`src/rtl/buffer_ptr_ctrl_pkg.sv`:
```
// rtl/buffer_ptr_ctrl_pkg.sv - shared types, pointer wrap helper and parameter legality check
package buffer_ptr_ctrl_pkg;

    typedef struct packed {
        logic full;
        logic empty;
        logic afull;
        logic aempty;
    } flags_t;

    localparam flags_t FLAGS_RST = '{full: 1'b0, empty: 1'b1, afull: 1'b0, aempty: 1'b1};

    function automatic int unsigned next_ptr(input int unsigned ptr, input int unsigned depth);
        return (ptr == depth - 1) ? 0 : ptr + 1;
    endfunction

    function automatic bit params_legal(input int bw, input int depth,
                                        input int afull_th, input int aempty_th);
        return (depth >= 2) && (depth <= (1 << bw)) &&
               (afull_th >= 1) && (afull_th <= depth) &&
               (aempty_th >= 0) && (aempty_th <= depth - 1);
    endfunction

endpackage

```
`src/rtl/buffer_ptr_ctrl_if.sv`:
```
// rtl/buffer_ptr_ctrl_if.sv - producer/consumer requests and buffer status bundle
interface buffer_ptr_ctrl_if #(
    parameter int BufferWidth = 2
);
    logic                   Push;
    logic                   Pop;
    logic                   ClrErr;
    logic                   W_En;
    logic                   R_En;
    logic [BufferWidth-1:0] W_Addr;
    logic [BufferWidth-1:0] R_Addr;
    logic                   Round;
    logic                   Full;
    logic                   Empty;
    logic [BufferWidth:0]   Count;
    logic                   AlmostFull;
    logic                   AlmostEmpty;
    logic                   Overflow;
    logic                   Underflow;

    modport slave (
        input  Push, Pop, ClrErr,
        output W_En, R_En, W_Addr, R_Addr, Round, Full, Empty, Count,
               AlmostFull, AlmostEmpty, Overflow, Underflow
    );

    modport master (
        output Push, Pop, ClrErr,
        input  W_En, R_En, W_Addr, R_Addr, Round, Full, Empty, Count,
               AlmostFull, AlmostEmpty, Overflow, Underflow
    );
endinterface

```
`src/rtl/buffer_ptr_ctrl_ptr_wrap_counter.sv`:
```
// rtl/buffer_ptr_ctrl_ptr_wrap_counter.sv - address counter wrapping at Depth-1 with wrap pulse
module ptr_wrap_counter
    import buffer_ptr_ctrl_pkg::*;
#(
    parameter int BufferWidth = 2,
    parameter int Depth       = 4
) (
    input  logic                   clk,
    input  logic                   rst,
    input  logic                   i_advance,
    output logic [BufferWidth-1:0] o_addr,
    output logic                   o_wrap
);
    logic [BufferWidth-1:0] r_addr;

    always_ff @(posedge clk or posedge rst) begin
        if (rst) begin
            r_addr <= '0;
        end else if (i_advance) begin
            r_addr <= BufferWidth'(next_ptr(32'(r_addr), $unsigned(Depth)));
        end
    end

    assign o_addr = r_addr;
    assign o_wrap = i_advance & (r_addr == BufferWidth'(Depth - 1));

endmodule

```
`src/rtl/buffer_ptr_ctrl.sv`:
```
// rtl/buffer_ptr_ctrl.sv - circular buffer pointer, occupancy and status controller
module buffer_ptr_ctrl
    import buffer_ptr_ctrl_pkg::*;
#(
    parameter int BufferWidth = 2,
    parameter int Depth       = 4,
    parameter int AFullTh     = 3,
    parameter int AEmptyTh    = 1
) (
    input  logic               clk,
    input  logic               rst,
    buffer_ptr_ctrl_if.slave   bus
);
    localparam int CW = BufferWidth + 1;
    localparam logic [CW-1:0] DEPTH_C = CW'(Depth);
    localparam logic [CW-1:0] AFULL_C = CW'(AFullTh);
    localparam logic [CW-1:0] AEMPTY_C = CW'(AEmptyTh);

    if (!params_legal(BufferWidth, Depth, AFullTh, AEmptyTh)) begin : g_illegal_params
        $error("buffer_ptr_ctrl: illegal Depth/threshold parameters");
    end

    logic            w_push_acc;
    logic            w_pop_acc;
    logic            w_wr_wrap;
    logic            w_rd_wrap;
    logic [CW-1:0]   r_count;
    logic [CW-1:0]   w_count_nxt;
    logic            r_round;
    logic            r_ovf;
    logic            r_unf;
    flags_t          r_flags;
    flags_t          w_flags_nxt;

    // Full and Empty are registered, so acceptance never depends on this cycle's count math
    assign w_pop_acc  = bus.Pop & ~r_flags.empty & ~rst;
    assign w_push_acc = bus.Push & (~r_flags.full | w_pop_acc) & ~rst;

    ptr_wrap_counter #(.BufferWidth(BufferWidth), .Depth(Depth)) u_wr_ptr (
        .clk       (clk),
        .rst       (rst),
        .i_advance (w_push_acc),
        .o_addr    (bus.W_Addr),
        .o_wrap    (w_wr_wrap)
    );

    ptr_wrap_counter #(.BufferWidth(BufferWidth), .Depth(Depth)) u_rd_ptr (
        .clk       (clk),
        .rst       (rst),
        .i_advance (w_pop_acc),
        .o_addr    (bus.R_Addr),
        .o_wrap    (w_rd_wrap)
    );

    always_comb begin
        w_count_nxt = r_count;
        if (w_push_acc && !w_pop_acc) begin
            w_count_nxt = r_count + 1'b1;
        end else if (w_pop_acc && !w_push_acc) begin
            w_count_nxt = r_count - 1'b1;
        end
    end

    always_comb begin
        w_flags_nxt        = FLAGS_RST;
        w_flags_nxt.full   = (w_count_nxt == DEPTH_C);
        w_flags_nxt.empty  = (w_count_nxt == '0);
        w_flags_nxt.afull  = (w_count_nxt >= AFULL_C);
        w_flags_nxt.aempty = (w_count_nxt <= AEMPTY_C);
    end

    always_ff @(posedge clk or posedge rst) begin
        if (rst) begin
            r_count <= '0;
            r_round <= 1'b0;
            r_flags <= FLAGS_RST;
            r_ovf   <= 1'b0;
            r_unf   <= 1'b0;
        end else begin
            r_count <= w_count_nxt;
            r_round <= r_round ^ (w_wr_wrap ^ w_rd_wrap);
            r_flags <= w_flags_nxt;
            // a new error event outranks a same-cycle clear
            r_ovf   <= (bus.Push & ~w_push_acc) | (r_ovf & ~bus.ClrErr);
            r_unf   <= (bus.Pop & ~w_pop_acc) | (r_unf & ~bus.ClrErr);
        end
    end

    assign bus.W_En        = w_push_acc;
    assign bus.R_En        = w_pop_acc;
    assign bus.Round       = r_round;
    assign bus.Count       = r_count;
    assign bus.Full        = r_flags.full;
    assign bus.Empty       = r_flags.empty;
    assign bus.AlmostFull  = r_flags.afull;
    assign bus.AlmostEmpty = r_flags.aempty;
    assign bus.Overflow    = r_ovf;
    assign bus.Underflow   = r_unf;

endmodule

```
`src/flat_wrapper.sv`:
```
// flat-port wrapper written by rule: the top's interface ports become plain ports
module buffer_ptr_ctrl_flat import buffer_ptr_ctrl_pkg::*;
#(
    parameter int BufferWidth = 2,
    parameter int Depth       = 4,
    parameter int AFullTh     = 3,
    parameter int AEmptyTh    = 1
)
  (clk, rst, bus_Push, bus_Pop, bus_ClrErr, bus_W_En, bus_R_En, bus_W_Addr, bus_R_Addr, bus_Round, bus_Full, bus_Empty, bus_Count, bus_AlmostFull, bus_AlmostEmpty, bus_Overflow, bus_Underflow);
  buffer_ptr_ctrl_if #(.BufferWidth(BufferWidth)) bus_i ();
  input  logic clk;
  input  logic rst;
  input wire logic [$bits(bus_i.Push)-1:0] bus_Push;
  input wire logic [$bits(bus_i.Pop)-1:0] bus_Pop;
  input wire logic [$bits(bus_i.ClrErr)-1:0] bus_ClrErr;
  output wire logic [$bits(bus_i.W_En)-1:0] bus_W_En;
  output wire logic [$bits(bus_i.R_En)-1:0] bus_R_En;
  output wire logic [$bits(bus_i.W_Addr)-1:0] bus_W_Addr;
  output wire logic [$bits(bus_i.R_Addr)-1:0] bus_R_Addr;
  output wire logic [$bits(bus_i.Round)-1:0] bus_Round;
  output wire logic [$bits(bus_i.Full)-1:0] bus_Full;
  output wire logic [$bits(bus_i.Empty)-1:0] bus_Empty;
  output wire logic [$bits(bus_i.Count)-1:0] bus_Count;
  output wire logic [$bits(bus_i.AlmostFull)-1:0] bus_AlmostFull;
  output wire logic [$bits(bus_i.AlmostEmpty)-1:0] bus_AlmostEmpty;
  output wire logic [$bits(bus_i.Overflow)-1:0] bus_Overflow;
  output wire logic [$bits(bus_i.Underflow)-1:0] bus_Underflow;
  assign bus_i.Push = bus_Push;
  assign bus_i.Pop = bus_Pop;
  assign bus_i.ClrErr = bus_ClrErr;
  assign bus_W_En = bus_i.W_En;
  assign bus_R_En = bus_i.R_En;
  assign bus_W_Addr = bus_i.W_Addr;
  assign bus_R_Addr = bus_i.R_Addr;
  assign bus_Round = bus_i.Round;
  assign bus_Full = bus_i.Full;
  assign bus_Empty = bus_i.Empty;
  assign bus_Count = bus_i.Count;
  assign bus_AlmostFull = bus_i.AlmostFull;
  assign bus_AlmostEmpty = bus_i.AlmostEmpty;
  assign bus_Overflow = bus_i.Overflow;
  assign bus_Underflow = bus_i.Underflow;
  buffer_ptr_ctrl #(.BufferWidth(BufferWidth), .Depth(Depth), .AFullTh(AFullTh), .AEmptyTh(AEmptyTh)) u_core (.clk(clk), .rst(rst), .bus(bus_i));
endmodule
```
`config.mk`:
```
export PLATFORM = sky130hd
export DESIGN_NAME = buffer_ptr_ctrl_flat
export DESIGN_NICKNAME = d
export VERILOG_FILES = /design/src/rtl/buffer_ptr_ctrl_pkg.sv /design/src/rtl/buffer_ptr_ctrl_if.sv /design/src/rtl/buffer_ptr_ctrl_ptr_wrap_counter.sv /design/src/rtl/buffer_ptr_ctrl.sv /design/src/flat_wrapper.sv
export SDC_FILE = /design/constraint.sdc
export NUM_CORES = 1
export LEC_CHECK = 0
export CORE_MARGIN = 4
export CORE_UTILIZATION = 45
export CTS_CLUSTER_DIAMETER = 60
export CTS_CLUSTER_SIZE = 30
export DETAILED_ROUTE_END_ITERATION = 12
export GPL_TIMING_DRIVEN = 0
export HOLD_SLACK_MARGIN = 0.12
export PLACE_DENSITY = 0.77
export RECOVER_POWER = 100
export SLEW_MARGIN = 20
export SYNTH_ARGS = -nofsm -noshare
export SYNTH_HDL_FRONTEND = slang
export SYNTH_SLANG_ARGS = --single-unit
export TNS_END_PERCENT = 30
```
`constraint.sdc`:
```
create_clock -name clk -period 1.9 [get_ports clk]
set_clock_uncertainty 0.1 [all_clocks]
set_input_delay 0.475 -clock clk [delete_from_list [all_inputs] [get_ports clk]]
set_output_delay 0.475 -clock clk [all_outputs]
set_load 0.05 [all_outputs]
```
* Yosys cells after proc, flatten, opt, wreduce, memory -nomap -nowiden
Index checks and enable logic that the tools add are counted.
Word-level totals: bits in registers 14, bits of input ports 5, word-level logic and storage cells 49, output and inout port bits 16
Operators by class: bitwise operators 21, add/sub/neg operators 4, order comparisons 2, equal/unequal tests 3, reductions and logical operators 5, multiplexer cells 4
Operator list (number):
- 1-bit AND | 10
- 3-bit two-way mux | 2
- 1-bit NOT | 6
- 2-bit by 1-bit adder with 2-bit output, second input constant | 2
- 2-bit == test, second input constant | 2
- 2-bit two-way mux | 2
- 3-bit by 1-bit adder with 3-bit output, second input constant | 1
- 3-bit == test, second input constant | 1
- 3-bit by 2-bit >= comparator with 1-bit output, second input constant | 1
- 3-bit by 1-bit <= comparator with 1-bit output, second input constant | 1
- 3-bit logical NOT | 1
- 1-bit bitwise OR | 3
- 3-bit by 1-bit subtractor with 3-bit output, second input constant | 1
- 1-bit logical AND | 2
- 1-bit logical NOT | 2
- 1-bit bitwise XOR | 2

* Logic depth before layout (Yosys ltp)
word-level depth 11, gate-level depth with buffers 6

* Modules after synthesis
A second synthesis with hierarchy kept.
Unflattened totals: cell total of the unflattened synthesis 69, area total of the unflattened synthesis 747.0 µm²
By module, submodules not included:
- buffer_ptr_ctrl | seq. area each 252.7 µm², cells each 53, times used 1, area each 546.8 µm²
- ptr_wrap_counter | seq. area each 50.0 µm², cells each 8, times used 2, area each 100.1 µm²

* Worst setup path after synthesis
Ideal clock, no wire load.
path kind register to register, from register u_core.r_flags, in the netlist u_core.bus.Empty, to register u_core.u_wr_ptr.r_addr[0], in the netlist u_core.u_wr_ptr.o_addr[0], clock period less this slack 2.215 ns, data required time 1.675 ns, path slack -0.315 ns, stages on the path, launching flop included 4, data arrival time 1.991 ns, cell sequence dfstp_2 nand2b_2 a211oi_2 mux2_2
Between the ends: cells in the longest elaborated chain, start to end 6
RTL lines:
- from (decl) | line buffer_ptr_ctrl.sv:32 | flags_t r_flags;
- from (signal assigned) | line buffer_ptr_ctrl.sv:82 | r_flags <= w_flags_nxt;
- 1-bit NOT | line buffer_ptr_ctrl.sv:36 | assign w_pop_acc = bus.Pop & ~r_flags.empty & ~rst;
- 1-bit AND (2 in a row) | line buffer_ptr_ctrl.sv:36
- 1-bit bitwise OR | line buffer_ptr_ctrl.sv:37 | assign w_push_acc = bus.Push & (~r_flags.full | w_pop_acc) & ~rst;
- 1-bit AND (2 in a row) | line buffer_ptr_ctrl.sv:37
- via bus_W_En | line flat_wrapper.sv:16 | output wire logic [$bits(bus_i.W_En)-1:0] bus_W_En;
- to (signal assigned) | line buffer_ptr_ctrl_ptr_wrap_counter.sv:20 | r_addr <= BufferWidth'(next_ptr(32'(r_addr), $unsigned(Depth)));
- to (decl) | line buffer_ptr_ctrl_ptr_wrap_counter.sv:14 | logic [BufferWidth-1:0] r_addr;
The timed path passes the listed nets, and every way through them passes these cells. A chain may end at the register's enable or synchronous reset.

* Worst setup path after layout
from register u_core.r_flags, in the netlist u_core.bus.Empty, to output bus_W_En
Between the ends: cells in the longest elaborated chain, start to end 6
RTL lines (line):
- 1-bit NOT | buffer_ptr_ctrl.sv:36
- 1-bit AND (2 in a row) | buffer_ptr_ctrl.sv:36
- 1-bit bitwise OR | buffer_ptr_ctrl.sv:37
- 1-bit AND (2 in a row) | buffer_ptr_ctrl.sv:37
- to (decl) | flat_wrapper.sv:16
Every way passes these cells.

==> metrics <==
ys flop type=dfrtp_1; P&R area growth vs syn=40.2%; global-route wire length before repair=approximately 2.5 mm; most frequent cells in the layout=dlygate4sd2_1, dfrtp_1, buf_4; period utilisation layout=between 90% and 100%; cells after synthesis=62; clk_lat worst skew=just under 0.3 ns; die height=47.9 um; Synth Warn #=0; layout cell share with drive strength beyond 1=32.2%; power per cell area=1880 nW/um2; net load switching power=roughly 0.96 mW; Worst Path Required=1.32 ns; clock power share=roughly an eighth; mux share of post-synthesis cell area=between 7 and 8%; CTS tree=done; top cell type's share of synthesized area=a little over two fifths; CP Max Fanout=6; routability-driven placement congestion ratio=0.795; io pins=21; Max Fclk=approximately 530 MHz; Cells after DPL=98; IO buf count=20; CTS Buf Count=3; unrepaired setup endpoints after global routing=true; Via-to-Cell Ratio=slightly above 5; number of global-route vias before repair=approximately 540; crit path DAT=roughly 1.3 ns; Comb pwr share=58.8%; Crit Path Class=reg2out; die area=between 2000 and 2500 um2; dominant cell type by area after synthesis=dfrtp_1; #FFs+latches synth=14; max-slew violations=0; top cells by area, synth=dfrtp_1, dfstp_2, ha_1; Async SR Flop Fraction=between 90% and 100%; switching part of the total=roughly half; Slew @ Worst Pin=0.541 ns; diodes inserted=0; die width=47.9 um; nature of the critical path startpoint=register; Reg-to-Reg Start=u_core.bus.Empty; worst hold path class=in2async; CTS root buffer=clkbuf_4; average size of a mapped cell=11.5 um2; Simple-Gate Fraction of Synth Area=around 17%; Post-Synth XOR/XNOR Area=around 2.4%; Adder-Cell Fraction of Synth Area=about 7.0%; GRT Total Usage=about 16%; area fraction in compound gates after synthesis=between 10% and 20%; WL/cell=approximately 14 um; status=finished, final reports clean; CTS max path bufs=2; GRT overflow=0; final worst path period need=roughly 1.9 ns; post-route ant nets=0; initial antenna violation count=0; clk slew on worst S/H paths=0.09 ns; R2R depth=5; P_int=slightly above 0.9 mW; peak supply drop=approximately 1.2 mV; max_cap viols=0; Core Area=between 1500 and 2000 um2; Pre-antenna DRT Iters=2; crit end category=primary output; endpoints failing setup=0; Mapped Area=around 720 um2; final hold vios=0; EDFF count, synth=0; Starting Density=47.5%; largest family of logic cells by synthesized area=simple AND/OR/NAND/NOR gates; Synth Net Count=71; Layout Cells excl Fill=106; most common cell after layout, fill and taps aside=dlygate4sd2_1; vias=around 550; reg2reg end=u_core.bus.AlmostFull; sequential group share of total power=between 20% and 30%; Slew HR=63.9%; DR iter-0 viols=2; drt drc=0; nets=100; row count=14; Tot Pwr=roughly 1.9 mW; setup slack, reg-to-reg=0.06 ns; H-tree depth=1; TritonCTS Sinks=14; Seq/Total Area, Yosys=approximately half; Yosys cell types=31; largest net degree at the start of global routing=19; Routed Wire Length=roughly 1.5 mm; leakage power=0.462 nW; Post-DP HPWL=around 1.1 mm
## area by class of cell
class	count	area [um2]
Sequential cell	14	354
Fill cell	128	503
Timing Repair Buffer	24	203
Tap cell	16	20.0
Clock buffer	4	36.3
Multi-Input combinational cell	42	365
Inverter	6	25.0
## cell families (layout without fill, tap and decap cells)
| group | count (synthesis) | in the layout |
|---|---|---|
| AND/OR/NAND/NOR | 19 | 19 |
| flip-flops | 14 | 14 |
| AO/OA/AOI/OAI | 12 | 12 |
| buffers and inverters | 6 | 34 |
| multiplexers | 5 | 5 |
| adder cells (fa/ha/maj) | 4 | 4 |
| XOR/XNOR | 2 | 2 |
## sequential cells by signal, summed over array words and instances (netlist names)
name / cells
u_core.bus.Count: 3
u_core.bus.Full: 1
u_core.u_rd_ptr.o_addr: 2
u_core.bus.Underflow: 1
u_core.bus.Round: 1
u_core.bus.Overflow: 1
u_core.bus.Empty: 1
u_core.bus.AlmostEmpty: 1
u_core.u_wr_ptr.o_addr: 2
u_core.bus.AlmostFull: 1
## synth_stat cells, types with 2 or more instances
cell / instances
dfrtp_1: 12
inv_1: 5
ha_1: 4
mux2_2: 4
nor2_1: 4
a211oi_2: 2
dfstp_2: 2
nand2_1: 2
nand3_1: 2
nor2b_1: 2
o21ai_0: 2
xnor2_1: 2
## power by group through the flow
stage	clock network [mW]	registers [mW]	logic (mW)
2_1_floorplan	0	1.02	0.368
3_3_place_gp	0	0.559	1.16
3_5_place_dp	0	0.567	1.18
4_1_cts	0.228	0.557	1.11
5_1_grt	0.242	0.579	1.19
6_report	0.220	0.557	1.11
## worst max-delay path, stage by stage (launching register included)
cell and delay, ns:
dfstp_2 0.61, nand2b_4 0.18, a211oi_4 0.07, buf_6 0.17
## per-layer routing
| metal | up-vias | wire [um] | global-route usage, % | share of wire [%] |
|---|---|---|---|---|
| li1 | 279 | - | - | - |
| met1 | 247 | 630 | 20.0 | 41 |
| met2 | 17 | 748 | 25.1 | 49 |
| met3 | 3 | 111 | 5.26 | 7.3 |
| met4 | 0 | 34 | 8.06 | 2.2 |
| met5 | - | 0 | 0 | 0 |
## timing repair
item	in CTS	in global routing
hold buffers	0	0
pin swaps	1	1
resized for setup	36	6
setup buffers	2	2
setup endpoints to repair	21	5
## stage by stage
stage | setup slack [ns] | instance area, um2 | TNS, ns | hold WS [ns] | util, %
after floorplan | -0.0234 | 736 | -0.0234 | 0.204 | -
after global placement | -1.02 | 956 | -5.64 | 0.409 | 63.5
after detailed placement | -1.06 | 956 | -5.80 | 0.416 | 63.5
after CTS | -0.0594 | 997 | -0.0594 | 0.278 | 66.2
after global routing | -0.0323 | 1000 | -0.0344 | 0.301 | 66.6
final | 0.0134 | 1000 | 0 | 0.281 | 66.6
## worst max path at each step
stage	startpoint	depth (start not counted)	slack (ns)	endpoint
2_1_floorplan	u_core.bus.Empty	4	-0.02	u_core.bus.AlmostFull
3_3_place_gp	bus_Pop	4	-1.02	bus_W_En
3_5_place_dp	bus_Pop	4	-1.06	bus_W_En
4_1_cts	bus_Pop	4	-0.06	bus_W_En
5_1_grt	u_core.bus.Empty	3	-0.03	bus_W_En
6_report	u_core.bus.Empty	3	0.01	bus_W_En
(Power assumes the default switching activity.)
